**src/rtl/uart_tx_pkg.sv**
```systemverilog
// Shared types and constants for the UART transmitter: state encoding,
// parity-mode selectors and the parity helper.
package uart_tx_pkg;

  localparam int unsigned PAR_NONE = 0;
  localparam int unsigned PAR_ODD  = 1;
  localparam int unsigned PAR_EVEN = 2;

  typedef enum logic [2:0] {
    StIdle,
    StSync,
    StStart,
    StData,
    StParity,
    StStop
  } state_e;

  // Word is zero-extended to 9 bits by the caller; zero padding leaves the XOR unchanged.
  function automatic logic parity_bit(input int unsigned mode, input logic [8:0] word);
    return (mode == PAR_ODD) ? ~(^word) : (^word);
  endfunction

endpackage

```
**src/rtl/uart_tx_if.sv**
```systemverilog
// Word handshake between a producer and the UART transmitter.
interface uart_tx_if #(
  parameter int unsigned W = 8
);

  logic [W-1:0] data;
  logic         valid;
  logic         ready;

  modport master (
    output data,
    output valid,
    input  ready
  );

  modport slave (
    input  data,
    input  valid,
    output ready
  );

endinterface

```
**src/rtl/uart_tx.sv**
```systemverilog
// UART transmitter: accepts a word over a valid/ready handshake and serialises it
// on txd as start, W data bits (LSB first), optional parity and STOP stop bits.
module uart_tx
  import uart_tx_pkg::*;
#(
  parameter int unsigned W    = 8,
  parameter int unsigned STOP = 1,
  parameter int unsigned PAR  = PAR_NONE
) (
  input  logic     clk,
  input  logic     rst_n,
  input  logic     tick,
  uart_tx_if.slave bus,
  output logic     busy,
  output logic     txd
);

  if ((W < 5) || (W > 9)) begin : g_bad_w
    $error("uart_tx: W must be in 5..9");
  end
  if ((STOP < 1) || (STOP > 2)) begin : g_bad_stop
    $error("uart_tx: STOP must be 1 or 2");
  end
  if (PAR > PAR_EVEN) begin : g_bad_par
    $error("uart_tx: PAR must be 0, 1 or 2");
  end

  localparam int unsigned CntW  = $clog2(W + 1);
  localparam int unsigned StopW = $clog2(STOP + 1);

  state_e             state_q, state_d;
  logic [W-1:0]       shift_q, shift_d;
  logic [CntW-1:0]    cnt_q, cnt_d;
  logic [StopW-1:0]   stop_q, stop_d;
  logic               par_q, par_d;
  logic               ready_q, ready_d;
  logic               txd_q, txd_d;
  logic               xfer;

  assign xfer = bus.valid & ready_q;

  // Next-state logic; tick is deliberately not consulted in StIdle.
  always_comb begin
    state_d = state_q;
    shift_d = shift_q;
    cnt_d   = cnt_q;
    stop_d  = stop_q;
    par_d   = par_q;

    unique case (state_q)
      StIdle: begin
        if (xfer) begin
          shift_d = bus.data;
          par_d   = parity_bit(PAR, 9'(bus.data));
          state_d = StSync;
        end
      end
      StSync: begin
        if (tick) state_d = StStart;
      end
      StStart: begin
        if (tick) begin
          state_d = StData;
          cnt_d   = '0;
        end
      end
      StData: begin
        if (tick) begin
          shift_d = shift_q >> 1;
          cnt_d   = cnt_q + 1'b1;
          if (cnt_q == CntW'(W - 1)) begin
            state_d = (PAR != PAR_NONE) ? StParity : StStop;
            stop_d  = '0;
          end
        end
      end
      StParity: begin
        if (tick) begin
          state_d = StStop;
          stop_d  = '0;
        end
      end
      StStop: begin
        if (tick) begin
          if (stop_q == StopW'(STOP - 1)) begin
            state_d = StIdle;
          end else begin
            stop_d = stop_q + 1'b1;
          end
        end
      end
      default: state_d = StIdle;
    endcase
  end

  // Line level and ready are derived from the upcoming state so both are registered.
  always_comb begin
    ready_d = (state_d == StIdle);
    txd_d   = 1'b1;
    unique case (state_d)
      StStart:  txd_d = 1'b0;
      StData:   txd_d = shift_d[0];
      StParity: txd_d = par_d;
      default:  txd_d = 1'b1;
    endcase
  end

  always_ff @(posedge clk or negedge rst_n) begin
    if (!rst_n) begin
      state_q <= StIdle;
      shift_q <= '0;
      cnt_q   <= '0;
      stop_q  <= '0;
      par_q   <= 1'b0;
      ready_q <= 1'b0;
      txd_q   <= 1'b1;
    end else begin
      state_q <= state_d;
      shift_q <= shift_d;
      cnt_q   <= cnt_d;
      stop_q  <= stop_d;
      par_q   <= par_d;
      ready_q <= ready_d;
      txd_q   <= txd_d;
    end
  end

  assign bus.ready = ready_q;
  assign busy      = (state_q != StIdle);
  assign txd       = txd_q;

endmodule

```
**src/flat_wrapper.sv**
```systemverilog
// flat-port wrapper written by rule: the top's interface ports become plain ports
module uart_tx_flat import uart_tx_pkg::*;
#(
  parameter int unsigned W    = 8,
  parameter int unsigned STOP = 1,
  parameter int unsigned PAR  = PAR_NONE
)
  (clk, rst_n, tick, busy, txd, bus_data, bus_valid, bus_ready);
  uart_tx_if #(.W(W)) bus_i ();
  input  logic clk;
  input  logic rst_n;
  input  logic tick;
  output logic busy;
  output logic txd;
  input wire logic [$bits(bus_i.data)-1:0] bus_data;
  input wire logic [$bits(bus_i.valid)-1:0] bus_valid;
  output wire logic [$bits(bus_i.ready)-1:0] bus_ready;
  assign bus_i.data = bus_data;
  assign bus_i.valid = bus_valid;
  assign bus_ready = bus_i.ready;
  uart_tx #(.W(W), .STOP(STOP), .PAR(PAR)) u_core (.clk(clk), .rst_n(rst_n), .tick(tick), .bus(bus_i), .busy(busy), .txd(txd));
endmodule
```
**config.mk**
```make
export PLATFORM = sky130hd
export DESIGN_NAME = uart_tx_flat
export DESIGN_NICKNAME = d
export VERILOG_FILES = /design/src/rtl/uart_tx_pkg.sv /design/src/rtl/uart_tx_if.sv /design/src/rtl/uart_tx.sv /design/src/flat_wrapper.sv
export SDC_FILE = /design/constraint.sdc
export NUM_CORES = 1
export LEC_CHECK = 0
export ABC_CLOCK_PERIOD_IN_PS = 3400
export BUFFER_PORTS_ARGS = -buffer_cell sky130_fd_sc_hd__buf_4
export CAP_MARGIN = 20
export CORE_MARGIN = 1.5
export CORE_UTILIZATION = 34
export DETAILED_ROUTE_END_ITERATION = 6
export GPL_TIMING_DRIVEN = 0
export SLEW_MARGIN = 30
export SYNTH_ARGS = -nofsm -noshare
export SYNTH_HDL_FRONTEND = slang
export SYNTH_SLANG_ARGS = --single-unit
```
**constraint.sdc**
```tcl
create_clock -name clk -period 3.4 [get_ports clk]
set_input_delay 0.68 -clock clk [delete_from_list [all_inputs] [get_ports clk]]
set_output_delay 0.68 -clock clk [all_outputs]
set_load 0.01 [all_outputs]
```
==> results of run 1 <==
==> worst max-delay path, delay by kind of cell, from the launching register on <==
family | cells | cell delay [ns]
flops | 1 | 0.38
buf+inv | 2 | 0.34
simple gates | 1 | 0.37
==> sequential cells by signal, indices dropped and copies added, names as in the netlist <==
signal / count
u_core.state_q: 3
u_core.cnt_q: 4
u_core.par_q: 1
u_core.bus.ready: 1
u_core.txd: 1
u_core.shift_q: 8
==> cell usage in the layout (no fill, tap or decap) <==
cell / netlist / final
dfrtp_1: 17 / 17
buf_4: 1 / 14
nand2_1: 12 / 12
xnor2_1: 7 / 7
a22oi_2: 6 / 6
o21ai_2: 6 / 6
inv_1: 4 / 4
a21oi_1: 3 / 3
o21ai_0: 3 / 3
nor3_1: 3 / 3
o21ai_1: 3 / 3
clkbuf_4: 0 / 3
clkbuf_1: 1 / 2
buf_2: 2 / 2
and3b_1: 2 / 2
nand3_1: 2 / 2
buf_6: 1 / 1
and4b_1: 1 / 1
a22oi_1: 1 / 1
or3_4: 1 / 1
nor2_2: 1 / 1
nand2b_1: 1 / 1
a2bb2oi_1: 1 / 1
or2_1: 1 / 1
and4_1: 1 / 1
nand3b_1: 1 / 1
or3_1: 1 / 1
o211ai_2: 1 / 1
nor4_1: 1 / 1
o2bb2ai_2: 1 / 1
nor2_1: 1 / 1
mux2_2: 1 / 1
nor4bb_1: 1 / 1
and3_1: 1 / 1
a22o_1: 1 / 1
nor3b_1: 1 / 1
nor2b_1: 1 / 1
and2b_1: 1 / 1
ha_1: 1 / 1
dfstp_2: 1 / 1
==> Yosys cell counts (all sizes together) <==
cell      n
nor2b     1
nor2      2
nand2    12
mux2      1
ha        1
and4      1
o21ai    12
nand3b    1
nor3b     1
a22o      1
nor4      1
a22oi     7
o211ai    1
or2       1
nor3      3
clkbuf    1
a21oi     3
and3b     2
buf       4
nor4bb    1
nand2b    1
and3      1
dfrtp    17
or3       2
xnor2     7
inv       4
and2b     1
nand3     2
and4b     1
dfstp     1
o2bb2ai   1
a2bb2oi   1
==> power breakdown <==
group          switching [mW]  internal, mW
logic                   0.125         0.101
clock network          0.0667        0.0456
registers              0.0328         0.264
total                   0.225         0.410
==> layout make-up <==
class	count	area, µm²	area share [%]
clock buffers	4	26.3	2.25
plain buffers	5	32.5	2.78
repair buffers	13	97.6	8.34
multi-input cells	69	508	43.4
inverters	4	15.0	1.28
well taps	31	38.8	3.32
flip-flops and latches	18	452	38.6
==> final timing paths <==
| path | start | slack (ns) | end | cells after the start |
|---|---|---|---|---|
| min in group clk | u_core.shift_q[1] | 0.50 | u_core.shift_q[1] | 2 |
| worst max-delay path | u_core.state_q[0] | 1.35 | busy | 3 |
| worst max register to register | u_core.cnt_q[0] | 1.78 | u_core.bus.ready | 5 |
| max in group asynchronous | rst_n | 2.89 | u_core.txd | 1 |
| worst min-delay path | rst_n | 0.23 | u_core.cnt_q[2] | 1 |
| worst min register to register | u_core.shift_q[1] | 0.50 | u_core.shift_q[1] | 2 |
==> stage by stage <==
step                setup WS (ns)  utilization [%]  hold WS, ns
detailed placement           1.53             41.1        0.482
finish                       1.35             42.1        0.233
floorplan                    1.74                -        0.384
global placement             1.54             41.1        0.482
global route                 1.29             42.1        0.228
CTS                          1.34             42.1        0.241
==> layer usage <==
metal	vias up	global-route usage [%]	share of wire [%]
li1	377	-	-
met1	363	17.3	46
met2	16	21.9	48
met3	2	3.85	5.1
met4	0	3.32	0.65
met5	-	0	0
==> cells by family (layout without fill, tap and decap cells) <==
logic type                 after synthesis  after routing  synth area share (%)
muxes                                    1              1                  1.12
buffers and inverters                    9             26                  4.72
xor gates and xnor gates                 7              7                  6.09
adders and majority gates                1              1                  1.24
DFF                                     18             18                  44.8
and+or+nand+nor                         34             34                  19.6
AOI/OAI and AO/OA                       26             26                  22.4
==> impl_metrics.tcl, run 1 <==
set metrics [dict create \
    syn_nets 109 \
    cts_root_buffer "clkbuf_4" \
    antenna_found_initial 0 \
    fp.dieArea_um2 3300 \
    syn_avg_cell_area_um2 10.5 \
    cts-htree-levels 1 \
    hp-class "input port to async pin" \
    hold_buffers 0 \
    clock_latency_ns 0.29 \
    crit_arrival_ns 1.37 \
    design_area_um2 1170 \
    ioPinCount 15 \
    ir_drop_mv 0.313 \
    place.gp.congestion 0.765 \
    synth_top_area_cell "dfrtp_1" \
    period_needed_ns 2.05 \
    antennaDiodeCount 0 \
    clk_path_buf_depth 2 \
    finalCritPeriodShare_pct 60.3 \
    overflow 0 \
    p_total_mw 0.635 \
    slew_viol_final 0 \
    yosysTopAreaCellShare_pct 42.2 \
    maxCapViolations 0 \
    netlist_instances 96 \
    route.vias.total 758 \
    final-hold-violation-count 0 \
    groute.usage.overall_pct 13.4 \
    clock_skew_ns 0.00793 \
    io_buffers 13 \
    std_cell_rows 19 \
    crit_required_ns 2.72 \
    status "finished, final reports clean" \
    dpl-instance-area_um2 1140 \
    grt_start_max_net_pins 19 \
    area_growth_pct 16.1 \
    dp_hpwl_mm 1.47 \
    syn_area_um2 1010 \
    start_util_pct 36.2 \
    fin_tns_setup_ns 0 \
    drt_first_pass_iters 4 \
    cts_resized 0 \
    placed_cells 140 \
    crit_slowest_cell "dfrtp_1" \
    layout.cells.non_filler 144 \
    die_x_um 57.4 \
    clk_pin_slew_ns 0.11 \
    cp-start-kind "register" \
    worst_setup_path_end_kind "output pin" \
    setup_viol 0 \
    rsz0062_at_grt "false" \
    tightest_slew_ns 0.592 \
    drive_gt1_share_pct 33.6 \
    powerDensity_nw_per_um2 543 \
    leakage_nw 0.508 \
    ys_ff_latch 18 \
    cpPeakStageDelay_ns 0.38 \
    grt_pass1_wl_mm 3.42 \
    drtIter0Drc 9 \
    yosysWarnings 0 \
    grt_pass1_vias 768 \
    viasPerCell 5.26 \
    fill_cells 282 \
    core_um2 2780 \
    path_cells "buf_2 > or3_4 > buf_4" \
    path_class "register to output pin" \
    synth.distinct_cells 39 \
    cts_setup_buffers 0 \
    yosysSeqAreaShare_pct 44.8 \
    fmax_ghz 0.488 \
    crit_fanout 10 \
    routed_wirelength_mm 1.99 \
    timing.slew.headroom_pct 60.3 \
    die_y_um 57.4 \
    wl_per_cell_um 13.8 \
    cts_tree "done" \
    cts_buffers 3 \
    nets 127 \
    detail-route-antenna-nets 0 \
    clock_sinks 18 \
    drc_errors 0 \
    synth_area_leaders "dfrtp_1 42%, a22oi_2 7.5%, xnor2_1 6.1%, o21ai_2 5.2%, nand2_1 4.5%" \
]
(Power assumes the default switching activity.)
==> run 2, diff against run 1 <==
ABC_CLOCK_PERIOD_IN_PS = 2100   (was 3400)
clock period = 2.1 ns   (was 3.4 ns; I/O delays follow)
==> run 2 against run 1 <==
  * Die area unchanged
  * Largest power group unchanged
  * Largest cell class unchanged
  * Core utilization increased by 0.36 points
  * Combinational power increased by 63%
==> impl_metrics.tcl, run 2 (synthesis gave the netlist of run 1 again) <==
set metrics [dict create \
    final-hold-violation-count 0 \
    status "finished, final reports clean" \
    period_needed_ns 1.79 \
    drive_gt1_share_pct 33.3 \
    layout_common_cells "17 x dfrtp_1, 14 x buf_4, 12 x nand2_1, 7 x xnor2_1" \
    overflow 0 \
    cp-start-kind "register" \
    die_x_um 57.4 \
    crit_required_ns 1.68 \
    drc_errors 0 \
    area_growth_pct 17.1 \
    slew_viol_final 0 \
    cts_tree "done" \
    die_y_um 57.4 \
    core_um2 2780 \
    path_buf_inv 2 \
    multi_input_area_um2 508 \
    drt_first_pass_iters 4 \
    antenna_found_initial 0 \
    cpPeakStageDelay_ns 0.38 \
    clk_pin_slew_ns 0.11 \
    drtIter0Drc 9 \
    largest_reg_flops 8 \
    fmax_ghz 0.559 \
    path_class "register to output pin" \
    cts_root_buffer "clkbuf_4" \
    wl_per_cell_um 13.8 \
    dp_hpwl_mm 1.47 \
    ioPinCount 15 \
    worst_setup_path_end_kind "output pin" \
    dpl-instance-area_um2 1140 \
    cts_buffers 3 \
    reg_top3 "u_core.shift_q: 8 flops, u_core.cnt_q: 4 flops, u_core.state_q: 3 flops" \
    start_util_pct 36.2 \
    detail-route-antenna-nets 0 \
    clk_path_buf_depth 2 \
    place.gp.congestion 0.765 \
    grt_pass1_wl_mm 3.42 \
    hp-class "input port to register" \
    path_cells "buf_2 > or3_4 > buf_4" \
    fp.dieArea_um2 3300 \
    grt_pass1_vias 768 \
    design_area_um2 1180 \
    ir_drop_mv 0.508 \
    cts_setup_buffers 0 \
    crit_arrival_ns 1.37 \
    clock_latency_ns 0.29 \
    leakage_nw 0.512 \
    tightest_slew_ns 0.592 \
    setup_viol 0 \
    crit_fanout 10 \
    grt_start_max_net_pins 19 \
    io_buffers 13 \
    routed_wirelength_mm 2.00 \
    timing.slew.headroom_pct 60.3 \
    regMostFlops "u_core.shift_q" \
    antennaDiodeCount 0 \
    fin_tns_setup_ns 0 \
    rsz0062_at_grt "false" \
    cts-htree-levels 1 \
    route.vias.total 760 \
    finalCritPeriodShare_pct 85.3 \
    crit_slowest_cell "dfrtp_1" \
    cts_resized 0 \
    powerDensity_nw_per_um2 873 \
    hold_buffers 1 \
    groute.usage.overall_pct 13.4 \
    layout_commonest_cell "dfrtp_1" \
    nets 128 \
    clock_skew_ns 0.00793 \
    fill_cells 281 \
    seqCellArea_um2 452 \
    std_cell_rows 19 \
    viasPerCell 5.24 \
    cpLargestDelayFamily "flip-flops" \
    clock_sinks 18 \
    maxCapViolations 0 \
]
## run 2: cell count changes in the layout (fill, tap and decap cells not counted)
cell | before | now
dlygate4sd3_1 | 0 | 1
## run 2: layout make-up
| class | instances | area share [%] |
|---|---|---|
| Buffer | 5 | 2.76 |
| Clock buffer | 4 | 2.23 |
| Inverter | 4 | 1.27 |
| Multi-Input combinational cell | 69 | 43.1 |
| Sequential cell | 18 | 38.3 |
| Tap cell | 31 | 3.29 |
| Timing Repair Buffer | 14 | 9.12 |
## run 2: routing by layer
metal	track usage, %	vias up	part of all wire (%)	wire length [µm]
li1	-	379	-	-
met1	17.3	363	46	924
met2	21.9	16	48	957
met3	3.85	2	5.1	102
met4	3.32	0	0.65	13
met5	0	-	0	0
## run 2: final timing paths
kind / from / to / slack [ns] / cells after the start
max in group asynchronous: rst_n / u_core.txd / 1.31 / 2
setup / recovery: u_core.state_q[0] / busy / 0.31 / 3
hold / removal: bus_data[7] / u_core.shift_q[7] / 0.36 / 2
min in group asynchronous: rst_n / u_core.cnt_q[2] / 0.52 / 2
setup reg to reg: u_core.cnt_q[0] / u_core.bus.ready / 0.48 / 5
hold reg to reg: u_core.shift_q[1] / u_core.shift_q[1] / 0.50 / 2
## run 2: stage by stage
step           hold slack, ns  setup slack [ns]  total power [mW]  utilization, %  instances
6_report                0.360             0.310              1.03            42.4        145
5_1_grt                 0.346             0.248              1.11            42.4        145
4_1_cts                 0.361             0.299              1.04            42.4        145
3_5_place_dp            0.309             0.482             0.857            41.1        140
3_3_place_gp            0.304             0.496             0.845            41.1        140
2_1_floorplan           0.124             0.647             0.750               -         96
## run 2: where the power goes
part	switching, mW	total (mW)	internal (mW)	leakage [nW]
Combinational	0.203	0.368	0.164	0.266
Clock	0.108	0.182	0.0739	0.0150
Sequential	0.0531	0.480	0.427	0.231
Total	0.364	1.03	0.665	0.512
